`src/rtl/telemetry_deserialize.sv`:
```
// telemetry_deserialize
//   Receive end of the telemetry serial link. Oversamples a single-ended line
//   (idle high, start 0, PACKET_WIDTH data bits LSB first, optional even parity,
//   stop 1) and presents each good frame as a parallel word with a 1-cycle strobe.
//
// Optional feature macro: TELEM_RX_PARITY_EN (adds an even-parity bit after data).
//
// Ports:
//   clk          in   sample clock, OVERSAMPLE x bit rate
//   rst_n        in   asynchronous active-low reset
//   serial_in    in   asynchronous serial line, idles high
//   packet       out  last recovered payload, bit 0 = first bit received
//   packet_valid out  one-cycle strobe, packet is new this cycle
//   frame_err    out  one-cycle strobe on bad stop (or bad parity) bit
//   busy         out  high whenever the receiver is not idle
module telemetry_deserialize #(
    parameter int unsigned PACKET_WIDTH = 88,
    parameter int unsigned OVERSAMPLE   = 4,
    parameter int unsigned SYNC_STAGES  = 2
) (
    input  logic                    clk,
    input  logic                    rst_n,
    input  logic                    serial_in,
    output logic [PACKET_WIDTH-1:0] packet,
    output logic                    packet_valid,
    output logic                    frame_err,
    output logic                    busy
);

    localparam int unsigned PhW  = $clog2(OVERSAMPLE);
    localparam int unsigned IdxW = $clog2(PACKET_WIDTH + 1);
    localparam int unsigned FlW  = $clog2(SYNC_STAGES + 2);

    localparam logic [PhW-1:0]  PhMid   = PhW'(OVERSAMPLE / 2 - 1);
    localparam logic [PhW-1:0]  PhLast  = PhW'(OVERSAMPLE - 1);
    localparam logic [IdxW-1:0] IdxLast = IdxW'(PACKET_WIDTH - 1);
    localparam logic [FlW-1:0]  FlDone  = FlW'(SYNC_STAGES + 1);

`ifdef TELEM_RX_PARITY_EN
    typedef enum logic [2:0] {IDLE, START, DATA, PARITY, STOP, WAIT_IDLE} state_t;
`else
    typedef enum logic [2:0] {IDLE, START, DATA, STOP, WAIT_IDLE} state_t;
`endif

    state_t                  r_state, w_state_nxt;
    logic [SYNC_STAGES-1:0]  r_sync;
    logic                    r_s_prev;
    logic [FlW-1:0]          r_flush;
    logic [PhW-1:0]          r_phase, w_phase_nxt;
    logic [IdxW-1:0]         r_idx, w_idx_nxt;
    logic [PACKET_WIDTH-1:0] r_shift, w_shift_nxt;
    logic [PACKET_WIDTH-1:0] r_packet, w_packet_nxt;
    logic                    r_valid, w_valid_nxt;
    logic                    r_err, w_err_nxt;
`ifdef TELEM_RX_PARITY_EN
    logic                    r_par, w_par_nxt;
    logic                    r_par_err, w_par_err_nxt;
`endif

    logic w_s;
    logic w_fall;

    assign w_s = r_sync[SYNC_STAGES-1];
    // Edges are ignored until the synchronizer and r_s_prev hold real line
    // samples, so a line already low at reset release is not taken as a start.
    assign w_fall = (r_flush == FlDone) && r_s_prev && !w_s;

    always_ff @(posedge clk or negedge rst_n) begin
        if (!rst_n) begin
            r_sync   <= '1;
            r_s_prev <= 1'b1;
            r_flush  <= '0;
        end else begin
            r_sync   <= {r_sync[SYNC_STAGES-2:0], serial_in};
            r_s_prev <= w_s;
            if (r_flush != FlDone) begin
                r_flush <= r_flush + 1'b1;
            end
        end
    end

    always_ff @(posedge clk or negedge rst_n) begin
        if (!rst_n) begin
            r_state <= IDLE;
        end else begin
            r_state <= w_state_nxt;
        end
    end

    always_comb begin
        w_state_nxt  = r_state;
        w_phase_nxt  = r_phase + 1'b1;
        w_idx_nxt    = r_idx;
        w_shift_nxt  = r_shift;
        w_packet_nxt = r_packet;
        w_valid_nxt  = 1'b0;
        w_err_nxt    = 1'b0;
`ifdef TELEM_RX_PARITY_EN
        w_par_nxt     = r_par;
        w_par_err_nxt = r_par_err;
`endif
        unique case (r_state)
            IDLE: begin
                w_phase_nxt = '0;
                w_idx_nxt   = '0;
`ifdef TELEM_RX_PARITY_EN
                w_par_nxt     = 1'b0;
                w_par_err_nxt = 1'b0;
`endif
                if (w_fall) begin
                    w_state_nxt = START;
                end
            end
            START: begin
                if (r_phase == PhMid) begin
                    w_phase_nxt = '0;
                    w_state_nxt = w_s ? IDLE : DATA;
                end
            end
            DATA: begin
                if (r_phase == PhLast) begin
                    w_phase_nxt        = '0;
                    w_shift_nxt[r_idx] = w_s;
`ifdef TELEM_RX_PARITY_EN
                    w_par_nxt = r_par ^ w_s;
`endif
                    if (r_idx == IdxLast) begin
`ifdef TELEM_RX_PARITY_EN
                        w_state_nxt = PARITY;
`else
                        w_state_nxt = STOP;
`endif
                    end else begin
                        w_idx_nxt = r_idx + 1'b1;
                    end
                end
            end
`ifdef TELEM_RX_PARITY_EN
            PARITY: begin
                if (r_phase == PhLast) begin
                    w_phase_nxt   = '0;
                    w_par_err_nxt = r_par ^ w_s;
                    w_state_nxt   = STOP;
                end
            end
`endif
            STOP: begin
                if (r_phase == PhLast) begin
                    w_phase_nxt = '0;
                    if (w_s) begin
                        w_state_nxt = IDLE;
`ifdef TELEM_RX_PARITY_EN
                        if (r_par_err) begin
                            w_err_nxt = 1'b1;
                        end else begin
                            w_packet_nxt = r_shift;
                            w_valid_nxt  = 1'b1;
                        end
`else
                        w_packet_nxt = r_shift;
                        w_valid_nxt  = 1'b1;
`endif
                    end else begin
                        w_err_nxt   = 1'b1;
                        w_state_nxt = WAIT_IDLE;
                    end
                end
            end
            WAIT_IDLE: begin
                // Phase counter doubles as the run length of consecutive 1s.
                if (!w_s) begin
                    w_phase_nxt = '0;
                end else if (r_phase == PhLast) begin
                    w_state_nxt = IDLE;
                end
            end
            default: begin
                w_state_nxt = IDLE;
            end
        endcase
    end

    always_ff @(posedge clk or negedge rst_n) begin
        if (!rst_n) begin
            r_phase  <= '0;
            r_idx    <= '0;
            r_shift  <= '0;
            r_packet <= '0;
            r_valid  <= 1'b0;
            r_err    <= 1'b0;
`ifdef TELEM_RX_PARITY_EN
            r_par     <= 1'b0;
            r_par_err <= 1'b0;
`endif
        end else begin
            r_phase  <= w_phase_nxt;
            r_idx    <= w_idx_nxt;
            r_shift  <= w_shift_nxt;
            r_packet <= w_packet_nxt;
            r_valid  <= w_valid_nxt;
            r_err    <= w_err_nxt;
`ifdef TELEM_RX_PARITY_EN
            r_par     <= w_par_nxt;
            r_par_err <= w_par_err_nxt;
`endif
        end
    end

    assign packet       = r_packet;
    assign packet_valid = r_valid;
    assign frame_err    = r_err;
    assign busy         = (r_state != IDLE);

endmodule

```
`config.mk`:
```
export PLATFORM = sky130hd
export DESIGN_NAME = telemetry_deserialize
export DESIGN_NICKNAME = d
export VERILOG_FILES = /design/src/rtl/telemetry_deserialize.sv
export SDC_FILE = /design/constraint.sdc
export NUM_CORES = 1
export LEC_CHECK = 0
export ABC_AREA = 1
export CAP_MARGIN = 20
export CORE_MARGIN = 2
export CORE_UTILIZATION = 40
export CTS_BUF_LIST = sky130_fd_sc_hd__clkbuf_16
export CTS_CLUSTER_DIAMETER = 120
export DETAILED_ROUTE_END_ITERATION = 8
export HOLD_SLACK_MARGIN = 0.02
export SLEW_MARGIN = 20
export SYNTH_ARGS = -nofsm -noshare
export SYNTH_HDL_FRONTEND = slang
export SYNTH_SLANG_ARGS = --single-unit
```
`constraint.sdc`:
```
create_clock -name clk -period 2.2 [get_ports clk]
set_input_delay 0.22 -clock clk [delete_from_list [all_inputs] [get_ports clk]]
set_output_delay 0.22 -clock clk [all_outputs]
set_load 0.02 [all_outputs]
```
* Word level (Yosys, flattened, before mapping)
Index checks and enable logic that the tools add are counted.
** Cells by class
- Reduce and logical (&&, ||, !) cells :: 12
- $add $sub $neg :: 3
- $lt $le $gt $ge :: 2
- Multiplexer cells :: 26
- Equal/unequal tests :: 17
** Operators with widths (count)
- 88-bit bitwise mux :: 1
- 3-bit 2-to-1 mux :: 8
- 2-bit != test (second input constant) :: 9
- 3-bit case mux with 5 select lines :: 1
- 7-bit 2-to-1 mux :: 2
- 7-bit case mux with 2 select lines :: 1
- 7-bit by 8-bit less-than comparator with 1-bit output (second input constant) :: 1
- 2-bit 2-to-1 mux :: 4
- 2-bit case mux with 4 select lines :: 1
- 7-bit by 1-bit adder with 7-bit output (second input constant) :: 1
- 1-bit demux with 7-bit select :: 1
- 7-bit == test (second input constant) :: 1
- 7-bit by 1-bit greater-or-equal comparator with 1-bit output (second input constant) :: 1
- 1-bit 2-to-1 mux :: 7
- 7-bit AND reduction :: 1
- 3-bit by 2-bit == test with 1-bit output (second input constant) :: 2
- 3-bit AND reduction :: 2
- 2-bit by 1-bit adder with 2-bit output (second input constant) :: 2
- 2-bit == test (second input constant) :: 2
- 3-bit by 1-bit == test with 1-bit output (second input constant) :: 1
- 3-bit == test (second input constant) :: 1
- 1-bit logical AND :: 3
- 3-bit zero test :: 1
- 3-bit nonzero test :: 1
- other kinds (5) :: 5
** Word-level totals
- Output and inout port bits :: 91
- Logic and storage cells :: 70
- Input bits :: 3
- Bits in registers :: 195

* Logic depth before layout (Yosys ltp)
Gate-level depths: netlist (run 1).
- Depth after elaboration :: 5
- Depth in mapped cells :: 9
- Gate-level depth less buffers :: 9

* Worst setup path after synthesis (run 1)
OpenSTA, ideal clock, no wires.
- Kind :: register -> register
- Start :: reg r_phase[0]
- End :: reg r_shift[24]
- Data required time :: 2.068 ns
- Clock period less this slack :: 1.369 ns
- Stages on the path, launching flop included :: 9
- Path buffers :: 2
- Setup time :: 0.132 ns
- Data arrival time :: 1.237 ns
- Path slack :: 0.831 ns
- Cells stage by stage :: dfrtp_1 ha_1 nand3_2 inv_2 buf_6 buf_6 nand3_1 nand2_1 o21ai_1
** Between the ends
- Cells in the longest elaborated chain, start to end :: 2
** Ends and longest elaborated chain
- start, declared :: line 49 : logic [PhW-1:0] r_phase, w_phase_nxt;
- start signal, assigned :: line 196 : r_phase <= w_phase_nxt;
- 2-bit == test :: line 121 : if (r_phase == PhLast) begin
- 2-bit AND reduction (no source line)
- end signal, assigned :: line 198 : r_shift <= w_shift_nxt;
- end, declared :: line 51 : logic [PACKET_WIDTH-1:0] r_shift, w_shift_nxt;
Every way passes these cells.
A chain may end at the register's enable or synchronous reset.

* Worst setup path in the final report (run 1)
- Start :: reg r_state[0]
- End :: out busy
** Between the ends
- Cells in the longest elaborated chain, start to end :: 1
** Ends and longest elaborated chain
- start, declared :: line 45 : state_t r_state, w_state_nxt;
- start signal, assigned :: line 86 : r_state <= w_state_nxt;
- 3-bit nonzero test :: line 212 : assign busy = (r_state != IDLE);
- end, declared :: line 27 : output logic busy
Every way passes these cells.

==> results of run 1 <==
==> cell type report <==
type | count | area [µm²]
inverter | 23 | 86.3
fill | 1887 | 9630
sequential | 195 | 4880
tap | 265 | 332
clock inverter | 14 | 188
multi-input combinational | 636 | 2770
timing repair buffer | 122 | 1220
clock buffer | 17 | 425
==> worst max-delay path: stages, from the launching register on <==
cell and delay, ns:
dfrtp_1 0.45, nor2_2 0.23, nand2_1 0.16, clkdlybuf4s50_1 0.57
==> state kept, by name, indices dropped and copies added, names as in the netlist <==
register and count:
r_s_prev 1, r_state 3, r_shift 88, packet 88
r_flush 2, r_phase 2, packet_valid 1, frame_err 1
r_idx 7, r_sync 2
==> repair_timing <==
| item | CTS | global route |
|---|---|---|
| setup endpoints to repair | 0 | 1 |
| gates resized for setup | 0 | 1 |
| hold buffers | 1 | 0 |
| endpoints found under the hold margin | 56 | 0 |
==> path summary, 6_finish.rpt <==
check | startpoint | endpoint | slack [ns] | depth (start not counted)
setup / recovery | r_state[0] | busy | 0.13 | 3
hold / removal | serial_in | r_sync[0] | 0.19 | 1
setup reg to reg | r_phase[0] | r_idx[4] | 0.43 | 8
hold reg to reg | r_sync[0] | r_sync[1] | 0.36 | 0
max in group asynchronous | rst_n | r_s_prev | 1.20 | 3
min in group asynchronous | rst_n | r_shift[43] | 0.33 | 2
==> metal layers <==
layer | GRT usage (%) | wire, µm
met5 | 0 | 0
met4 | 6.13 | 310
met1 | 26.8 | 9310
met2 | 27.3 | 8190
met3 | 3.27 | 644
==> cell families after synthesis <==
logic type      count (synthesis)  share of synthesized area, %
simple gates                  525                          26.7
flops                         195                          61.3
compound gates                101                          6.39
buf+inv                        68                          4.26
fa+ha+maj                       5                         0.785
xor+xnor                        4                         0.440
mux                             1                         0.141
==> placed cells by master (no fill, tap or decap), types with 17 or more instances in the layout <==
| cell | Yosys | routed |
|---|---|---|
| buf_4 | 1 | 23 |
| clkbuf_16 | 0 | 17 |
| clkdlybuf4s50_1 | 0 | 92 |
| dfrtp_1 | 192 | 192 |
| inv_1 | 18 | 19 |
| nand2_1 | 393 | 393 |
| nand3_1 | 97 | 97 |
| nor2_1 | 24 | 23 |
| o21ai_0 | 38 | 38 |
| o21ai_1 | 60 | 60 |
==> power by group through the flow <==
stage | combinational, mW | clock, mW | sequential (mW)
final | 0.513 | 3.24 | 3.68
after global routing | 0.586 | 3.48 | 3.69
after CTS | 0.518 | 3.30 | 3.68
after detailed placement | 0.514 | 0 | 3.75
after global placement | 0.514 | 0 | 3.75
after floorplan | 0.311 | 0 | 3.74
==> impl_metrics.tcl, run 1 <==
set metrics [dict create \
    holdWs_ns 0.190 \
    placed_cells 1240 \
    cp_max_fo 7 \
    grt_pass1_wl_um 31100 \
    slew_violations 0 \
    seq_area_frac_synth_pct 61.3 \
    postLayoutCellArea_mm2 0.00990 \
    endpoint_kind "output pin" \
    clock-root-buffer "clkbuf_16" \
    core_area_mm2 0.0195 \
    worstMarginPinSlew_ns 0.595 \
    post_cts_buffers 0 \
    ir_worst_vdd_uv 537 \
    ios 94 \
    dpl.hpwl_um 12100 \
    power_mw 7.44 \
    rows 51 \
    p_per_area_mw_per_mm2 751 \
    switching_power_mw 1.76 \
    die-area_mm2 0.0211 \
    synthCells 899 \
    via_per_inst 4.79 \
    cts_max_level 4 \
    fin_tns_setup_ns 0 \
    yosys-top-cells-area "dfrtp_1 (60%), nand2_1 (19%), nand3_1 (6.1%), o21ai_1 (3.8%), o21ai_0 (2.4%)" \
    synth_top_area_share_pct 60.3 \
    grt_overflow 0 \
    fin_nets 1003 \
    num_antenna_cells 0 \
    numCtsBuffers 17 \
    drt-total-wl_um 18500 \
    finish.utilization_pct 50.7 \
    netlist_area_mm2 0.00797 \
    antenna_found_initial 0 \
    p_leak_nw 4.71 \
    synth.most_common_cell "nand2_1" \
    setup_viol 0 \
    cellInternalPower_mw 5.68 \
    die_w_um 145 \
    synth.avg_cell_area_um2 8.86 \
    synth_edf_count 0 \
    portBuffers 93 \
    share_comb_of_total_power_pct 6.9 \
    grt_pass1_vias 5977 \
    area_growth_syn_to_layout_pct 24.2 \
    vias 6099 \
    postRouteAntennaNets 0 \
    cts_buffer_depth 2 \
    fin_ws_ns 0.134 \
    clkTransAtPathRegs_ns 0.07 \
    period_share_pct 93.9 \
    drv_cap 0 \
    power.share.clock_pct 43.5 \
    remaining_drc_errors 0 \
    netlist_top_cells_count "nand2_1 (393), dfrtp_1 (192), nand3_1 (97)" \
    p_sw_share_pct 23.7 \
    ys_ff_latch 195 \
    synth.net_count 907 \
    drive_above_1_share_pct 7.75 \
    pwr-share-seq_pct 49.6 \
    min_path_type "in2reg" \
    yosysWarningCount 0 \
    die_h_um 145 \
    clock-sinks 195 \
    fmax_mhz 484 \
    dr.pass1.iters 5 \
    yosysUniqueCellTypes 24 \
    fin_crit_ns 2.07 \
    cp-start-kind "register" \
    rsz0062_at_grt "no" \
    cp_data_required_time_ns 1.98 \
    clock_latency_ns 0.43 \
    wl_per_cell_um 14.5 \
    drt-initial-drc-count 492 \
    finalHoldViolations 0 \
    skew_ns 0.00946 \
    finalNonFillerCells 1272 \
    start_util_pct 40.8 \
    place_area_mm2 0.00927 \
    max_slew_margin_pct 60.2 \
    synthArstFlopShare_pct 100 \
    crit_arrival_ns 1.85 \
    grt_max_degree 89 \
    grt.total_usage_pct 18.2 \
    status "completed" \
    cts_tree "yes" \
    critical_path_class "reg2out" \
    ys.flop_type "dfrtp_1" \
    dp_slack_ns 0.456 \
    yosysTopAreaCell "dfrtp_1" \
    gp_congestion 0.812 \
]
No activity file was read; power rests on OpenSTA's default activity.
==> run 2: changes to the inputs <==
--- a/config.mk
+++ b/config.mk
@@ -13,6 +13,7 @@
 export CTS_CLUSTER_DIAMETER = 120
 export DETAILED_ROUTE_END_ITERATION = 8
 export HOLD_SLACK_MARGIN = 0.02
+export MAX_ROUTING_LAYER = met4
 export SLEW_MARGIN = 20
 export SYNTH_ARGS = -nofsm -noshare
 export SYNTH_HDL_FRONTEND = slang
==> impl_metrics.tcl, run 2 (same netlist as run 1, synthesis figures left out) <==
set metrics [dict create \
    clock-root-buffer "clkbuf_16" \
    antenna_found_initial 0 \
    drt-total-wl_um 18300 \
    rows 51 \
    cts_buffer_depth 2 \
    num_antenna_cells 0 \
    ir_worst_vdd_uv 537 \
    die_h_um 145 \
    path_cells "nor2_2 > nand2_1 > clkdlybuf4s50_1" \
    grt_overflow 0 \
    slew_violations 0 \
    dpl.hpwl_um 12100 \
    max_stage_delay_ns 0.58 \
    cp_data_required_time_ns 1.98 \
    rsz0062_at_grt "no" \
    postRouteAntennaNets 0 \
    finalHoldViolations 0 \
    skew_ns 0.0107 \
    placed_cells 1240 \
    cp_slowest_cell "clkdlybuf4s50_1" \
    dr.pass1.iters 5 \
    numCtsBuffers 17 \
    fin_tns_setup_ns 0 \
    p_leak_nw 4.71 \
    min_path_type "in2reg" \
    remaining_drc_errors 0 \
    grt_pass1_vias 5982 \
    p_per_area_mw_per_mm2 751 \
    clock-sinks 195 \
    grt_pass1_wl_um 31200 \
    vias 6084 \
    core_area_mm2 0.0195 \
    crit_arrival_ns 1.86 \
    portBuffers 93 \
    finalNonFillerCells 1272 \
    setup_viol 0 \
    layout_commonest_cell "nand2_1" \
    wl_per_cell_um 14.4 \
    cts_tree "yes" \
    clock_latency_ns 0.43 \
    fin_crit_ns 2.08 \
    cts_max_level 4 \
    area_growth_syn_to_layout_pct 24.2 \
    start_util_pct 40.8 \
    drv_cap 0 \
    critical_path_class "reg2out" \
    fmax_mhz 480 \
    grt.total_usage_pct 18.8 \
    drt-initial-drc-count 512 \
    die-area_mm2 0.0211 \
    layout_common_cells "nand2_1 (393), dfrtp_1 (192), nand3_1 (97)" \
    cp_max_fo 7 \
    worstMarginPinSlew_ns 0.593 \
    gp_congestion 0.825 \
    status "completed" \
    drive_above_1_share_pct 7.75 \
    die_w_um 145 \
    post_cts_buffers 0 \
    cp-start-kind "register" \
    cpLargestDelayFamily "buffers and inverters" \
    period_share_pct 94.8 \
    endpoint_kind "output pin" \
    fillers 1887 \
    ios 94 \
    fin_nets 1003 \
    max_slew_margin_pct 60.3 \
    grt_max_degree 89 \
    path_buf_inv 1 \
    via_per_inst 4.78 \
    clkTransAtPathRegs_ns 0.07 \
]
-- run 2: cell counts in the layout (fill, tap and decap cells not counted) --
No cell type changed its count.
-- run 2: power breakdown --
group	total (mW)	switching, mW	internal, mW	leakage (nW)
registers	3.69	0.0570	3.63	2.70
clock network	3.24	1.34	1.89	0.297
logic	0.512	0.360	0.153	1.71
total	7.44	1.76	5.68	4.71
-- run 2: path summary, 6_finish.rpt --
check / endpoint / slack, ns / startpoint / cells past startpoint
setup / recovery: busy / 0.12 / r_state[0] / 3
hold / removal: r_sync[0] / 0.19 / serial_in / 1
setup reg to reg: r_idx[4] / 0.44 / r_phase[0] / 8
hold reg to reg: r_sync[1] / 0.36 / r_sync[0] / 0
max in group asynchronous: r_s_prev / 1.20 / rst_n / 3
min in group asynchronous: r_shift[40] / 0.33 / rst_n / 2
-- run 2: stage by stage --
step	cell area, µm²	utilization, %	power, mW	hold slack (ns)	setup slack [ns]
final	9900	50.7	7.44	0.189	0.115
after CTS	9900	50.7	7.50	0.173	0.0244
after floorplan	7970	-	4.05	-0.0756	0.831
after detailed placement	9270	47.5	4.26	0.242	0.456
after global routing	9900	50.7	7.75	0.180	0.0410
after global placement	9270	47.5	4.26	0.248	0.490
-- run 2: timing repair --
| action | CTS | global route |
|---|---|---|
| hold endpoints to repair | 56 | 0 |
| endpoints found under the setup margin | 0 | 1 |
| hold buffers | 1 | 0 |
| resized for setup | 0 | 1 |
-- run 2: cell type report --
type | count | area (µm²) | share of cell area (%)
clock buffer | 17 | 425 | 4.30
clock inverter | 14 | 188 | 1.90
inverter | 23 | 86.3 | 0.872
multi-input combinational | 636 | 2770 | 27.9
sequential | 195 | 4880 | 49.3
tap | 265 | 332 | 3.35
timing repair buffer | 122 | 1220 | 12.3
-- run 2: per-layer routing --
metal | up-vias | share of wire (%) | wire [µm] | track usage [%]
li1 | 3103 | - | - | -
met1 | 2853 | 51 | 9310 | 27.1
met2 | 104 | 44 | 8150 | 27.1
met3 | 24 | 3.1 | 574 | 3.24
met4 | 0 | 1.7 | 312 | 5.98
met5 | - | 0 | 0 | -
==> run 3: changes to the inputs <==
--- a/config.mk
+++ b/config.mk
@@ -14,6 +14,7 @@
 export DETAILED_ROUTE_END_ITERATION = 8
 export HOLD_SLACK_MARGIN = 0.02
 export MAX_ROUTING_LAYER = met4
+export PLACE_DENSITY_LB_ADDON = 0.15
 export SLEW_MARGIN = 20
 export SYNTH_ARGS = -nofsm -noshare
 export SYNTH_HDL_FRONTEND = slang
==> impl_metrics.tcl, run 3 (same netlist as run 1, synthesis figures left out) <==
set metrics [dict create \
    clock_latency_ns 0.43 \
    grt_max_degree 89 \
    cts_max_level 4 \
    clock-sinks 195 \
    critical_path_class "reg2out" \
    grt.total_usage_pct 19.1 \
    worstMarginPinSlew_ns 0.640 \
    start_util_pct 40.8 \
    area_growth_syn_to_layout_pct 23.6 \
    crit_arrival_ns 1.85 \
    grt_pass1_wl_um 31600 \
    place_area_mm2 0.00927 \
    grt_pass1_vias 5949 \
    cp-start-kind "register" \
    reg2regPathDepth 7 \
    dr.pass1.iters 5 \
    antenna_found_initial 0 \
    cts_buffer_depth 2 \
    fin_tns_setup_ns 0 \
    skew_ns 0.00752 \
    postLayoutCellArea_mm2 0.00985 \
    cts_tree "yes" \
    drive_above_1_share_pct 7.55 \
    wl_per_cell_um 14.8 \
    layout_commonest_cell "nand2_1" \
    fin_crit_ns 2.07 \
    rows 51 \
    period_share_pct 94.0 \
    postRouteAntennaNets 0 \
    post_cts_buffers 0 \
    status "completed" \
    remaining_drc_errors 0 \
    vias 6191 \
    setup_viol 0 \
    num_antenna_cells 0 \
    finalHoldViolations 0 \
    layout_common_cells "nand2_1 (393), dfrtp_1 (192), nand3_1 (97)" \
    dp_slack_ns 0.351 \
    clock-root-buffer "clkbuf_16" \
    drt-initial-drc-count 510 \
    ir_worst_vdd_uv 539 \
    p_per_area_mw_per_mm2 732 \
    grt_overflow 0 \
    fin_ws_ns 0.133 \
    die_h_um 145 \
    ios 94 \
    fmax_mhz 484 \
    gp_congestion 0.842 \
    fillers 1914 \
    fin_nets 1002 \
    core_area_mm2 0.0195 \
    hold_depth 1 \
    drt-total-wl_um 18800 \
    power_mw 7.21 \
    clkTransAtPathRegs_ns 0.07 \
    rsz0062_at_grt "no" \
    path_cells "nor2_2 > nand2_1 > clkdlybuf4s50_1" \
    portBuffers 93 \
    finish.utilization_pct 50.4 \
    die-area_mm2 0.0211 \
    via_per_inst 4.87 \
    cp_slowest_cell "clkdlybuf4s50_1" \
    drv_cap 0 \
    slew_violations 0 \
    numCtsBuffers 17 \
    endpoint_kind "output pin" \
    dpl.hpwl_um 12000 \
    max_slew_margin_pct 57.2 \
    max_stage_delay_ns 0.58 \
    p_leak_nw 4.68 \
    worst-r2r-setup-slack_ns 0.33 \
    cp_data_required_time_ns 1.98 \
    min_path_type "in2reg" \
    die_w_um 145 \
    cp_max_fo 7 \
]
==> run 3: critical path: cells and delay by family (launching register included) <==
family | cells | cell delay, ns
and+or+nand+nor | 2 | 0.38
DFF | 1 | 0.46
buffers and inverters | 1 | 0.58
==> run 3: path summary, 6_finish.rpt <==
check                            from         end
min                         serial_in   r_sync[0]
max                        r_state[0]        busy
max in group asynchronous       rst_n   r_sync[1]
max reg2reg                r_state[0]  packet[38]
min in group asynchronous       rst_n  packet[82]
min reg2reg                 r_sync[0]   r_sync[1]
==> run 3: report_power, final <==
part | internal (mW) | switching (mW)
Sequential | 3.63 | 0.0599
Combinational | 0.150 | 0.359
Clock | 1.67 | 1.35
Total | 5.44 | 1.76
==> run 3: what timing repair did <==
item                                    CTS  global route
resized for setup                         0             1
endpoints found under the setup margin    0             1
hold buffers                              1             0
hold endpoints to repair                 64             0
==> run 3: routing by layer <==
layer  share of wire (%)  routed length, µm  track usage [%]
met5                   0                  0                -
met4                0.95                178             4.95
met3                 3.5                663             2.96
met2                  46               8740             28.7
met1                  49               9250             27.3
==> run 3: stage by stage <==
step	instances	hold slack (ns)
after detailed placement	1239	0.277
final	1271	0.194
after floorplan	899	-0.0756
after global routing	1271	0.192
after CTS	1271	0.177
after global placement	1239	0.275
==> run 3: area by class of cell <==
class | instances | area [µm²] | area share [%]
Sequential cell | 195 | 4880 | 49.6
Multi-Input combinational cell | 636 | 2770 | 28.1
Timing Repair Buffer | 121 | 1210 | 12.3
Clock buffer | 17 | 425 | 4.32
Tap cell | 265 | 332 | 3.37
Clock inverter | 14 | 143 | 1.45
Inverter | 23 | 86.3 | 0.877
